$ cat config.mk
export PLATFORM = sky130hd
export DESIGN_NAME = hazard_unit_flat
export DESIGN_NICKNAME = d
export VERILOG_FILES = /design/src/rtl/hazard_unit_pkg.sv /design/src/rtl/hazard_unit_if.sv /design/src/rtl/hazard_unit_loaduse_detect.sv /design/src/rtl/hazard_unit.sv /design/src/flat_wrapper.sv
export SDC_FILE = /design/constraint.sdc
export NUM_CORES = 1
export LEC_CHECK = 0
export ABC_AREA = 1
export CAP_MARGIN = 20
export CORE_MARGIN = 3
export CORE_UTILIZATION = 55
export DETAILED_ROUTE_END_ITERATION = 6
export PLACE_DENSITY_LB_ADDON = 0.2
export SYNTH_ARGS = -nofsm -noshare
export SYNTH_HDL_FRONTEND = slang
export SYNTH_SLANG_ARGS = --single-unit
$ cat constraint.sdc
create_clock -name CLK -period 5.1 [get_ports CLK]
set_input_delay 1.53 -clock CLK [delete_from_list [all_inputs] [get_ports CLK]]
set_output_delay 1.53 -clock CLK [all_outputs]
set_load 0.05 [all_outputs]
$ cat src/rtl/hazard_unit_pkg.sv
// Shared types for the pipeline hazard/sequencing controller.
package hazard_unit_pkg;

    typedef logic [4:0] regbits_t;

    typedef enum logic [1:0] {
        RUN,
        MEMWAIT,
        HALTED
    } hz_state_t;

    // Per-cycle pipeline control; first member is the MSB.
    typedef struct packed {
        logic pc_en;
        logic if_id_en;
        logic id_ex_en;
        logic ex_mem_en;
        logic mem_wb_en;
        logic if_id_flush;
        logic id_ex_flush;
        logic ex_mem_flush;
    } hz_ctrl_t;

    localparam hz_ctrl_t CTRL_NONE    = hz_ctrl_t'(8'b0000_0000);
    localparam hz_ctrl_t CTRL_ADV     = hz_ctrl_t'(8'b1111_1000);
    localparam hz_ctrl_t CTRL_REDIR   = hz_ctrl_t'(8'b1111_1111);
    // PC and IF/ID hold, a bubble goes into EX, the load moves on to MEM.
    localparam hz_ctrl_t CTRL_LOADUSE = hz_ctrl_t'(8'b0001_1010);
    // Fetch not back yet: hold PC, push a bubble into ID, drain the rest.
    localparam hz_ctrl_t CTRL_NOFETCH = hz_ctrl_t'(8'b0111_1100);
    // Let the halt instruction retire, freeze everything else.
    localparam hz_ctrl_t CTRL_HALT    = hz_ctrl_t'(8'b0000_1000);

    function automatic logic is_dwait(logic dren, logic dwen, logic dhit);
        return (dren | dwen) & ~dhit;
    endfunction

endpackage

$ cat src/rtl/hazard_unit_if.sv
// Hazard unit signal bundle: hu is the block side, tb the driving side.
interface hazard_unit_if #(
    parameter int CNT_W = 32
);
    import hazard_unit_pkg::*;

    logic             ihit;
    logic             dhit;
    regbits_t         id_rs;
    regbits_t         id_rt;
    logic             id_uses_rt;
    logic             ex_dREN;
    regbits_t         ex_dest;
    logic             mem_dREN;
    logic             mem_dWEN;
    logic             mem_redirect;
    logic             mem_halt;

    logic             pc_en;
    logic             if_id_en;
    logic             id_ex_en;
    logic             ex_mem_en;
    logic             mem_wb_en;
    logic             if_id_flush;
    logic             id_ex_flush;
    logic             ex_mem_flush;
    logic             halt;
    logic             mem_timeout;
    logic [CNT_W-1:0] stall_cycles;
    logic [CNT_W-1:0] flush_count;

    modport hu (
        input  ihit, dhit, id_rs, id_rt, id_uses_rt, ex_dREN, ex_dest,
               mem_dREN, mem_dWEN, mem_redirect, mem_halt,
        output pc_en, if_id_en, id_ex_en, ex_mem_en, mem_wb_en,
               if_id_flush, id_ex_flush, ex_mem_flush,
               halt, mem_timeout, stall_cycles, flush_count
    );

    modport tb (
        output ihit, dhit, id_rs, id_rt, id_uses_rt, ex_dREN, ex_dest,
               mem_dREN, mem_dWEN, mem_redirect, mem_halt,
        input  pc_en, if_id_en, id_ex_en, ex_mem_en, mem_wb_en,
               if_id_flush, id_ex_flush, ex_mem_flush,
               halt, mem_timeout, stall_cycles, flush_count
    );

endinterface

$ cat src/rtl/hazard_unit_loaduse_detect.sv
// Load-use detector: a load in EX whose destination is a source of the
// instruction in ID cannot be forwarded in time. $0 never creates a hazard.
module hazard_unit_loaduse_detect
    import hazard_unit_pkg::*;
(
    input  logic     ex_dREN,
    input  regbits_t ex_dest,
    input  regbits_t id_rs,
    input  regbits_t id_rt,
    input  logic     id_uses_rt,
    output logic     loaduse
);

    assign loaduse = ex_dREN && (ex_dest != '0) &&
                     ((ex_dest == id_rs) || (id_uses_rt && (ex_dest == id_rt)));

endmodule

$ cat src/rtl/hazard_unit.sv
// Pipeline sequencing controller: per-cycle advance/hold/flush for the PC and
// the four pipeline latches, plus stall/flush counters and a D-cache watchdog.
module hazard_unit
    import hazard_unit_pkg::*;
#(
    parameter int CNT_W       = 32,
    parameter int MEM_TIMEOUT = 1024
) (
    input  logic     CLK,
    input  logic     nRST,
    hazard_unit_if.hu hif
);

    localparam int WT_W = $clog2(MEM_TIMEOUT + 1);

    hz_state_t        state, state_n;
    hz_ctrl_t         run_ctrl, ctrl;
    logic             loaduse, dwait;
    logic             run_sel, wait_inc, wait_clr, stall_inc, flush_inc;
    logic [WT_W-1:0]  wait_q;
    logic             timeout_q;
    logic [CNT_W-1:0] stall_q, flush_q;

    hazard_unit_loaduse_detect u_loaduse (
        .ex_dREN    (hif.ex_dREN),
        .ex_dest    (hif.ex_dest),
        .id_rs      (hif.id_rs),
        .id_rt      (hif.id_rt),
        .id_uses_rt (hif.id_uses_rt),
        .loaduse    (loaduse)
    );

    assign dwait = is_dwait(hif.mem_dREN, hif.mem_dWEN, hif.dhit);

    // Normal-flow priority once memory is not blocking: redirect, load-use, fetch miss.
    always_comb begin
        run_ctrl = CTRL_ADV;
        if (hif.mem_redirect)
            run_ctrl = CTRL_REDIR;
        else if (loaduse)
            run_ctrl = CTRL_LOADUSE;
        else if (!hif.ihit)
            run_ctrl = CTRL_NOFETCH;
    end

    // Next state and zero-latency pipeline controls; halt beats a memory wait.
    always_comb begin
        state_n  = state;
        ctrl     = CTRL_NONE;
        run_sel  = 1'b0;
        wait_inc = 1'b0;
        wait_clr = 1'b0;
        case (state)
            RUN: begin
                if (hif.mem_halt) begin
                    ctrl    = CTRL_HALT;
                    state_n = HALTED;
                end else if (dwait) begin
                    wait_inc = 1'b1;
                    state_n  = MEMWAIT;
                end else begin
                    run_sel = 1'b1;
                end
            end
            MEMWAIT: begin
                if (!hif.dhit) begin
                    wait_inc = 1'b1;
                end else begin
                    wait_clr = 1'b1;
                    if (hif.mem_halt) begin
                        ctrl    = CTRL_HALT;
                        state_n = HALTED;
                    end else begin
                        run_sel = 1'b1;
                        state_n = RUN;
                    end
                end
            end
            HALTED:  state_n = HALTED;
            default: state_n = RUN;
        endcase
        if (run_sel)
            ctrl = run_ctrl;
        // Nothing may move while reset is held.
        if (!nRST)
            ctrl = CTRL_NONE;
    end

    assign stall_inc = ~ctrl.pc_en & (state != HALTED);
    assign flush_inc = run_sel & hif.mem_redirect;

    // State register.
    always_ff @(posedge CLK or negedge nRST) begin
        if (!nRST)
            state <= RUN;
        else
            state <= state_n;
    end

    // Watchdog: count consecutive D-cache wait cycles, flag sticky once the limit is hit.
    always_ff @(posedge CLK or negedge nRST) begin
        if (!nRST) begin
            wait_q    <= '0;
            timeout_q <= 1'b0;
        end else begin
            if (wait_clr)
                wait_q <= '0;
            else if (wait_inc && (wait_q != WT_W'(MEM_TIMEOUT)))
                wait_q <= wait_q + 1'b1;
            if (wait_inc && (wait_q == WT_W'(MEM_TIMEOUT - 1)))
                timeout_q <= 1'b1;
        end
    end

    // Saturating performance counters.
    always_ff @(posedge CLK or negedge nRST) begin
        if (!nRST) begin
            stall_q <= '0;
            flush_q <= '0;
        end else begin
            if (stall_inc && (stall_q != '1))
                stall_q <= stall_q + 1'b1;
            if (flush_inc && (flush_q != '1))
                flush_q <= flush_q + 1'b1;
        end
    end

    assign hif.pc_en        = ctrl.pc_en;
    assign hif.if_id_en     = ctrl.if_id_en;
    assign hif.id_ex_en     = ctrl.id_ex_en;
    assign hif.ex_mem_en    = ctrl.ex_mem_en;
    assign hif.mem_wb_en    = ctrl.mem_wb_en;
    assign hif.if_id_flush  = ctrl.if_id_flush;
    assign hif.id_ex_flush  = ctrl.id_ex_flush;
    assign hif.ex_mem_flush = ctrl.ex_mem_flush;
    assign hif.halt         = (state == HALTED);
    assign hif.mem_timeout  = timeout_q;
    assign hif.stall_cycles = stall_q;
    assign hif.flush_count  = flush_q;

endmodule

$ cat src/flat_wrapper.sv
// flat-port wrapper written by rule: the top's interface ports become plain ports
module hazard_unit_flat import hazard_unit_pkg::*;
#(
    parameter int CNT_W       = 32,
    parameter int MEM_TIMEOUT = 1024
)
  (CLK, nRST, hif_ihit, hif_dhit, hif_id_rs, hif_id_rt, hif_id_uses_rt, hif_ex_dREN, hif_ex_dest, hif_mem_dREN, hif_mem_dWEN, hif_mem_redirect, hif_mem_halt, hif_pc_en, hif_if_id_en, hif_id_ex_en, hif_ex_mem_en, hif_mem_wb_en, hif_if_id_flush, hif_id_ex_flush, hif_ex_mem_flush, hif_halt, hif_mem_timeout, hif_stall_cycles, hif_flush_count);
  hazard_unit_if #(.CNT_W(CNT_W)) hif_i ();
  input  logic CLK;
  input  logic nRST;
  input wire logic [$bits(hif_i.ihit)-1:0] hif_ihit;
  input wire logic [$bits(hif_i.dhit)-1:0] hif_dhit;
  input wire logic [$bits(hif_i.id_rs)-1:0] hif_id_rs;
  input wire logic [$bits(hif_i.id_rt)-1:0] hif_id_rt;
  input wire logic [$bits(hif_i.id_uses_rt)-1:0] hif_id_uses_rt;
  input wire logic [$bits(hif_i.ex_dREN)-1:0] hif_ex_dREN;
  input wire logic [$bits(hif_i.ex_dest)-1:0] hif_ex_dest;
  input wire logic [$bits(hif_i.mem_dREN)-1:0] hif_mem_dREN;
  input wire logic [$bits(hif_i.mem_dWEN)-1:0] hif_mem_dWEN;
  input wire logic [$bits(hif_i.mem_redirect)-1:0] hif_mem_redirect;
  input wire logic [$bits(hif_i.mem_halt)-1:0] hif_mem_halt;
  output wire logic [$bits(hif_i.pc_en)-1:0] hif_pc_en;
  output wire logic [$bits(hif_i.if_id_en)-1:0] hif_if_id_en;
  output wire logic [$bits(hif_i.id_ex_en)-1:0] hif_id_ex_en;
  output wire logic [$bits(hif_i.ex_mem_en)-1:0] hif_ex_mem_en;
  output wire logic [$bits(hif_i.mem_wb_en)-1:0] hif_mem_wb_en;
  output wire logic [$bits(hif_i.if_id_flush)-1:0] hif_if_id_flush;
  output wire logic [$bits(hif_i.id_ex_flush)-1:0] hif_id_ex_flush;
  output wire logic [$bits(hif_i.ex_mem_flush)-1:0] hif_ex_mem_flush;
  output wire logic [$bits(hif_i.halt)-1:0] hif_halt;
  output wire logic [$bits(hif_i.mem_timeout)-1:0] hif_mem_timeout;
  output wire logic [$bits(hif_i.stall_cycles)-1:0] hif_stall_cycles;
  output wire logic [$bits(hif_i.flush_count)-1:0] hif_flush_count;
  assign hif_i.ihit = hif_ihit;
  assign hif_i.dhit = hif_dhit;
  assign hif_i.id_rs = hif_id_rs;
  assign hif_i.id_rt = hif_id_rt;
  assign hif_i.id_uses_rt = hif_id_uses_rt;
  assign hif_i.ex_dREN = hif_ex_dREN;
  assign hif_i.ex_dest = hif_ex_dest;
  assign hif_i.mem_dREN = hif_mem_dREN;
  assign hif_i.mem_dWEN = hif_mem_dWEN;
  assign hif_i.mem_redirect = hif_mem_redirect;
  assign hif_i.mem_halt = hif_mem_halt;
  assign hif_pc_en = hif_i.pc_en;
  assign hif_if_id_en = hif_i.if_id_en;
  assign hif_id_ex_en = hif_i.id_ex_en;
  assign hif_ex_mem_en = hif_i.ex_mem_en;
  assign hif_mem_wb_en = hif_i.mem_wb_en;
  assign hif_if_id_flush = hif_i.if_id_flush;
  assign hif_id_ex_flush = hif_i.id_ex_flush;
  assign hif_ex_mem_flush = hif_i.ex_mem_flush;
  assign hif_halt = hif_i.halt;
  assign hif_mem_timeout = hif_i.mem_timeout;
  assign hif_stall_cycles = hif_i.stall_cycles;
  assign hif_flush_count = hif_i.flush_count;
  hazard_unit #(.CNT_W(CNT_W), .MEM_TIMEOUT(MEM_TIMEOUT)) u_core (.CLK(CLK), .nRST(nRST), .hif(hif_i));
endmodule
[Word-level counts from Yosys, hierarchy flattened]
Index checks and enable logic that the tools add are counted.
Widths: inputs -> output; s select.
Word-level totals
  register bits: 78
  output and inout bits: 74
Operators by class
  add/sub/neg operators: 3
  equality and inequality tests: 11
  mux-type cells: 26
  bitwise logic cells: 6
  reductions and logical operators: 12
Operator list (number)
  $add 32x1->32 const B: 2
  $ne 32x32->1 const B: 2
  $mux 8: 6
  $mux 11: 2
  $pmux 8 s2: 1
  $add 11x1->11 const B: 1
  $eq 11x10->1 const B: 1
  $ne 11x11->1 const B: 1
  $eq 5x5->1: 2
  $mux 1: 9
  $mux 2: 4
  $logic_and 1x1->1: 7
  $pmux 2 s3: 1
  $reduce_bool 5->1: 1
  $mux 4: 1
  $ne 2x2->1 const B: 2
  $pmux 1 s2: 2
  $and 1x1->1: 3
  $ne 3x2->1 const B: 1
  $eq 2x1->1 const B: 1
  $eq 2x2->1 const B: 1
  $logic_not 2->1: 1
  $not 1->1: 2
  $reduce_and 2->1: 1
  other kinds (3): 3

[Depth between registers and ports, before layout]
  depth after elaboration: 11
  mapped depth: 12
  depth with buffers taken out: 11

[Modules after synthesis]
Synthesis repeated with hierarchy kept, for this count alone.
Second synthesis, totals
  cell total of the unflattened synthesis: 847
  area total of the unflattened synthesis: 5418.9 µm²
Modules (own cells, without submodules)
  hazard_unit: times used 1, cells an instance 795, area each 5212.5 µm², seq. area each 1951.9 µm²
  hazard_unit_loaduse_detect: times used 1, cells an instance 52, area each 206.4 µm², seq. area each 0.0 µm²

[Worst setup path after synthesis]
No wires, ideal clock.
  path kind: input-to-output
  start point: input port hif_mem_halt
  end point: output port hif_if_id_flush
  data arrival time: 3.913 ns
  required time: 3.570 ns
  slack: -0.343 ns
  cell stages on the path: 8
  cell sequence: inv_1 > nand2_1 > nor2_1 > a21oi_1 > nor2_2 > inv_1 > a31oi_1 > o21a_1
On the way
  cells in the longest elaborated chain, start to end: 5
  elaborated cells on any way between the ends: 6
  classes of those cells: 6 x mux
Ends and longest elaborated chain
  start: declaration: RTL line flat_wrapper.sv:21  | input wire logic [$bits(hif_i.mem_halt)-1:0] hif_mem_halt;
  $mux 1: RTL line hazard_unit.sv:70  | if (hif.mem_halt) begin
  $mux 1: RTL line hazard_unit.sv:66  | if (!hif.dhit) begin
  $pmux 1 s2 *: RTL line hazard_unit.sv:53  | case (state)
  $mux 8 *: RTL line hazard_unit.sv:82  | if (run_sel)
  $mux 8 *: RTL line hazard_unit.sv:85  | if (!nRST)
  end: declaration: RTL line flat_wrapper.sv:27  | output wire logic [$bits(hif_i.if_id_flush)-1:0] hif_if_id_flush;
Mark *: on every way between the ends. The rest lies on a longest branch, timed or not.

[Worst setup path after layout]
  start point: input port hif_dhit
  end point: output port hif_if_id_flush
On the way
  cells in the longest elaborated chain, start to end: 7
  elaborated cells on any way between the ends: 10
  classes of those cells: 8 x mux; 2 x bitwise
Ends and longest elaborated chain
  start: declaration: RTL line flat_wrapper.sv:12  | input wire logic [$bits(hif_i.dhit)-1:0] hif_dhit;
  $not 1->1: RTL line hazard_unit_pkg.sv:35  | return (dren | dwen) & ~dhit;
  $and 1x1->1: RTL line hazard_unit_pkg.sv:35
  $mux 1: RTL line hazard_unit.sv:58  | end else if (dwait) begin
  $mux 1: RTL line hazard_unit.sv:55  | if (hif.mem_halt) begin
  $pmux 1 s2: RTL line hazard_unit.sv:53
  $mux 8 *: RTL line hazard_unit.sv:82
  $mux 8 *: RTL line hazard_unit.sv:85
Marks and branches as above.

==> results.toml <==
[clocking]
cts.clk_slew.worst_paths_ns = 0.08
cts.sinks = 78
cts_htree_levels = 3
hold_buffers = 0
cts_max_path_buffers = 2
clk_latency_ns = 0.35
cts_buffers = 9
clockRootBuffer = "clkbuf_8"
cts_tree = "done"
postCtsSetupBuffers = 0
cts_resized = 0

[synthesis]
yosys.area.top_type = "dfrtp_1"
synth_area_leaders = "dfrtp_1, nand2_1, xor2_1"
synth_area_per_cell_um2 = 6.84
syn-num-nets = 788
netlist_instances = 759
syn_area_mm2 = 0.00519
ys_seq_area_share_pct = 37.6
ys_types = 35
ys_ff_latch = 78
synth_top_area_share_pct = 37.6
yosysWarningCount = 0

[route]
wl_per_cell_um = 14.7
via_per_inst = 5.55
drc = 0
drt-initial-drc-count = 280
vias = 5355
detail_route.first_pass.iterations = 7
ant_nets = 0
totalWireLength_um = 14200

[sta]
finalHoldViolations = 0
finalCriticalPeriod_ns = 4.85
fin_crit_sh_pct = 95.1
rsz0062_at_grt = "no"
slew_viol_final = 0
slew_headroom_pct = 29.9
finClkSkew_ns = 0.0162
tns_ns = 0
setup_violations = 0
tightestPinTransition_ns = 1.05
fmax_mhz = 206

[status]
status = "finished clean"

[worst_hold_path]
hold_end = "u_core.hif.mem_timeout$_DFFE_PN0P_"
min_from = "u_core.hif.mem_timeout$_DFFE_PN0P_"
hold_class = "reg -> reg"
hold_depth = 1

[global_route]
antenna_found_initial = 0
grt-busiest-layer = "met2"
grt_pass1_vias = 5133
grtUsageMet2_pct = 45.9
grt.met3_usage_pct = 5.89
grt_pass1_wl_um = 23800
gr-total-overflow = 0
grt_max_degree = 79
grt_use_met1_pct = 35.9
track_usage_pct = 28.0

[setup_path]
cp_max_fo = 4
cp-start-kind = "input pin"
cp_data_arrival_time_ns = 3.32
reg2reg_depth = 9
path_class = "in -> out"
end_kind = "output pin"
crit_required_ns = 3.57
r2r-start = "u_core.hif.stall_cycles[0]$_DFFE_PN0P_"
r2r_slack_ns = 2.39
r2r-end = "u_core.hif.stall_cycles[3]$_DFFE_PN0P_"

[pwr]
power_density_mw_per_mm2 = 354
totalPowerFinal_w = 0.00230
power.leakage_nw = 3.04
irDropWorstVdd_mv = 0.289

[placed_design]
port_buffers = 98
dp_hpwl_um = 10700
routabilityCongestion = 0.977

[floorplan]
rows = 34
core_mm2 = 0.00893
die_h_um = 103
pin_count = 99
die_area_mm2 = 0.0106
start_util_pct = 58.1
fp.dieW_um = 103

[finish]
syn_to_final_growth_pct = 25.0
fillers = 755
diodes = 0
drive_above_1_share_pct = 5.13
fin_nets = 881

[flow_run]
maxCapViolations = 0
==> worst max-delay path: stages <==
cell	delay (ns)
clkdlybuf4s50_1	0.48
inv_1	0.09
nor2_2	0.20
a21oi_1	0.14
nor2_2	0.17
inv_1	0.11
a31oi_4	0.25
o21a_1	0.21
buf_12	0.14
==> synthesized netlist by cell type <==
master	number
nor2_4	1
a21oi_1	7
ha_1	4
inv_2	4
buf_6	1
a21boi_0	1
clkinv_1	1
dfrtp_1	78
buf_1	1
and3_1	1
nand4_4	1
buf_4	4
o221a_2	1
o21bai_1	1
a31oi_1	1
nand4_1	47
xnor2_1	11
nor3_2	1
clkbuf_1	3
inv_1	72
nor2_1	88
o21a_1	1
o31ai_1	1
nand3_2	3
o21ai_0	21
nor4_1	2
buf_2	9
nand2_1	280
nor3_1	34
nand2_2	3
xor2_1	41
nor3b_1	1
nand3_1	24
nor2_2	3
nand3b_1	7
==> cells by family after synthesis <==
kind of cell / count (synthesis) / synth area share [%]
buf+inv: 95 / 7.52
flops: 78 / 37.6
xor+xnor: 52 / 8.78
simple gates: 496 / 41.5
fa+ha+maj: 4 / 0.964
compound gates: 34 / 3.62
==> per-stage QoR <==
stage	cell area, um2	hold slack (ns)	std cells	util (%)	worst slack [ns]
final	6490	0.481	965	72.6	0.248
after CTS	6490	0.486	965	72.6	0.253
after global placement	6290	0.459	949	70.4	0.366
after detailed placement	6290	0.465	949	70.4	0.259
after global routing	6490	0.523	965	72.6	0.123
after floorplan	5200	0.473	759	-	0.136
==> power breakdown <==
part / switching [W] / total (W) / internal, W
clock network: 0.000234 / 0.000474 / 0.000240
registers: 0.000131 / 0.000845 / 0.000713
logic: 0.000682 / 0.000977 / 0.000295
total: 0.00105 / 0.00230 / 0.00125
==> worst max path at each step <==
stage / start / end
after floorplan: hif_mem_halt / hif_if_id_flush
after detailed placement: hif_dhit / hif_if_id_flush
after CTS: hif_dhit / hif_if_id_flush
after global routing: hif_dhit / hif_if_id_flush
final: hif_dhit / hif_if_id_flush
after global placement: hif_dhit / hif_if_id_flush
==> flip-flops by register name (all words and copies together) (netlist names) <==
name and count:
u_core.hif.flush_count 32, u_core.hif.mem_timeout 1, u_core.hif.stall_cycles 32, u_core.state 2, u_core.wait_q 11
==> placed cells by master (no fill, tap or decap), types with 2 or more instances in the layout <==
cell type        netlist  final
nand3_2                3      3
clkinvlp_4             0      2
nand4_1               47     47
buf_12                 0      6
nor4_1                 2      2
inv_2                  4      4
inv_1                 72     72
nand3b_1               7      7
ha_1                   4      4
nand2_1              280    280
nand3_1               24     24
buf_4                  4      5
xnor2_1               11     11
nor2_1                88     88
o21ai_0               21     21
nor3_1                34     34
dfrtp_1               78     78
a21oi_1                7      7
nand2_2                3      3
clkdlybuf4s50_1        0     89
xor2_1                41     41
nor2_2                 3      3
clkbuf_8               0     10
==> layer usage <==
metal / vias up / wire length [um]
met5: - / 0
met4: 0 / 493
met3: 35 / 1080
met2: 231 / 6730
met1: 2475 / 5870
li1: 2614 / -
==> area by class of cell <==
cell class / instances / area (um2) / area share (%)
clock buffers: 11 / 141 / 2.18
clock inverters: 5 / 58.8 / 0.906
inverters: 77 / 289 / 4.46
multi-input cells: 586 / 2860 / 44.1
flip-flops and latches: 78 / 1950 / 30.1
well taps: 108 / 135 / 2.08
repair buffers: 100 / 1050 / 16.2
Note: power is estimated with default switching activity, not from simulation.
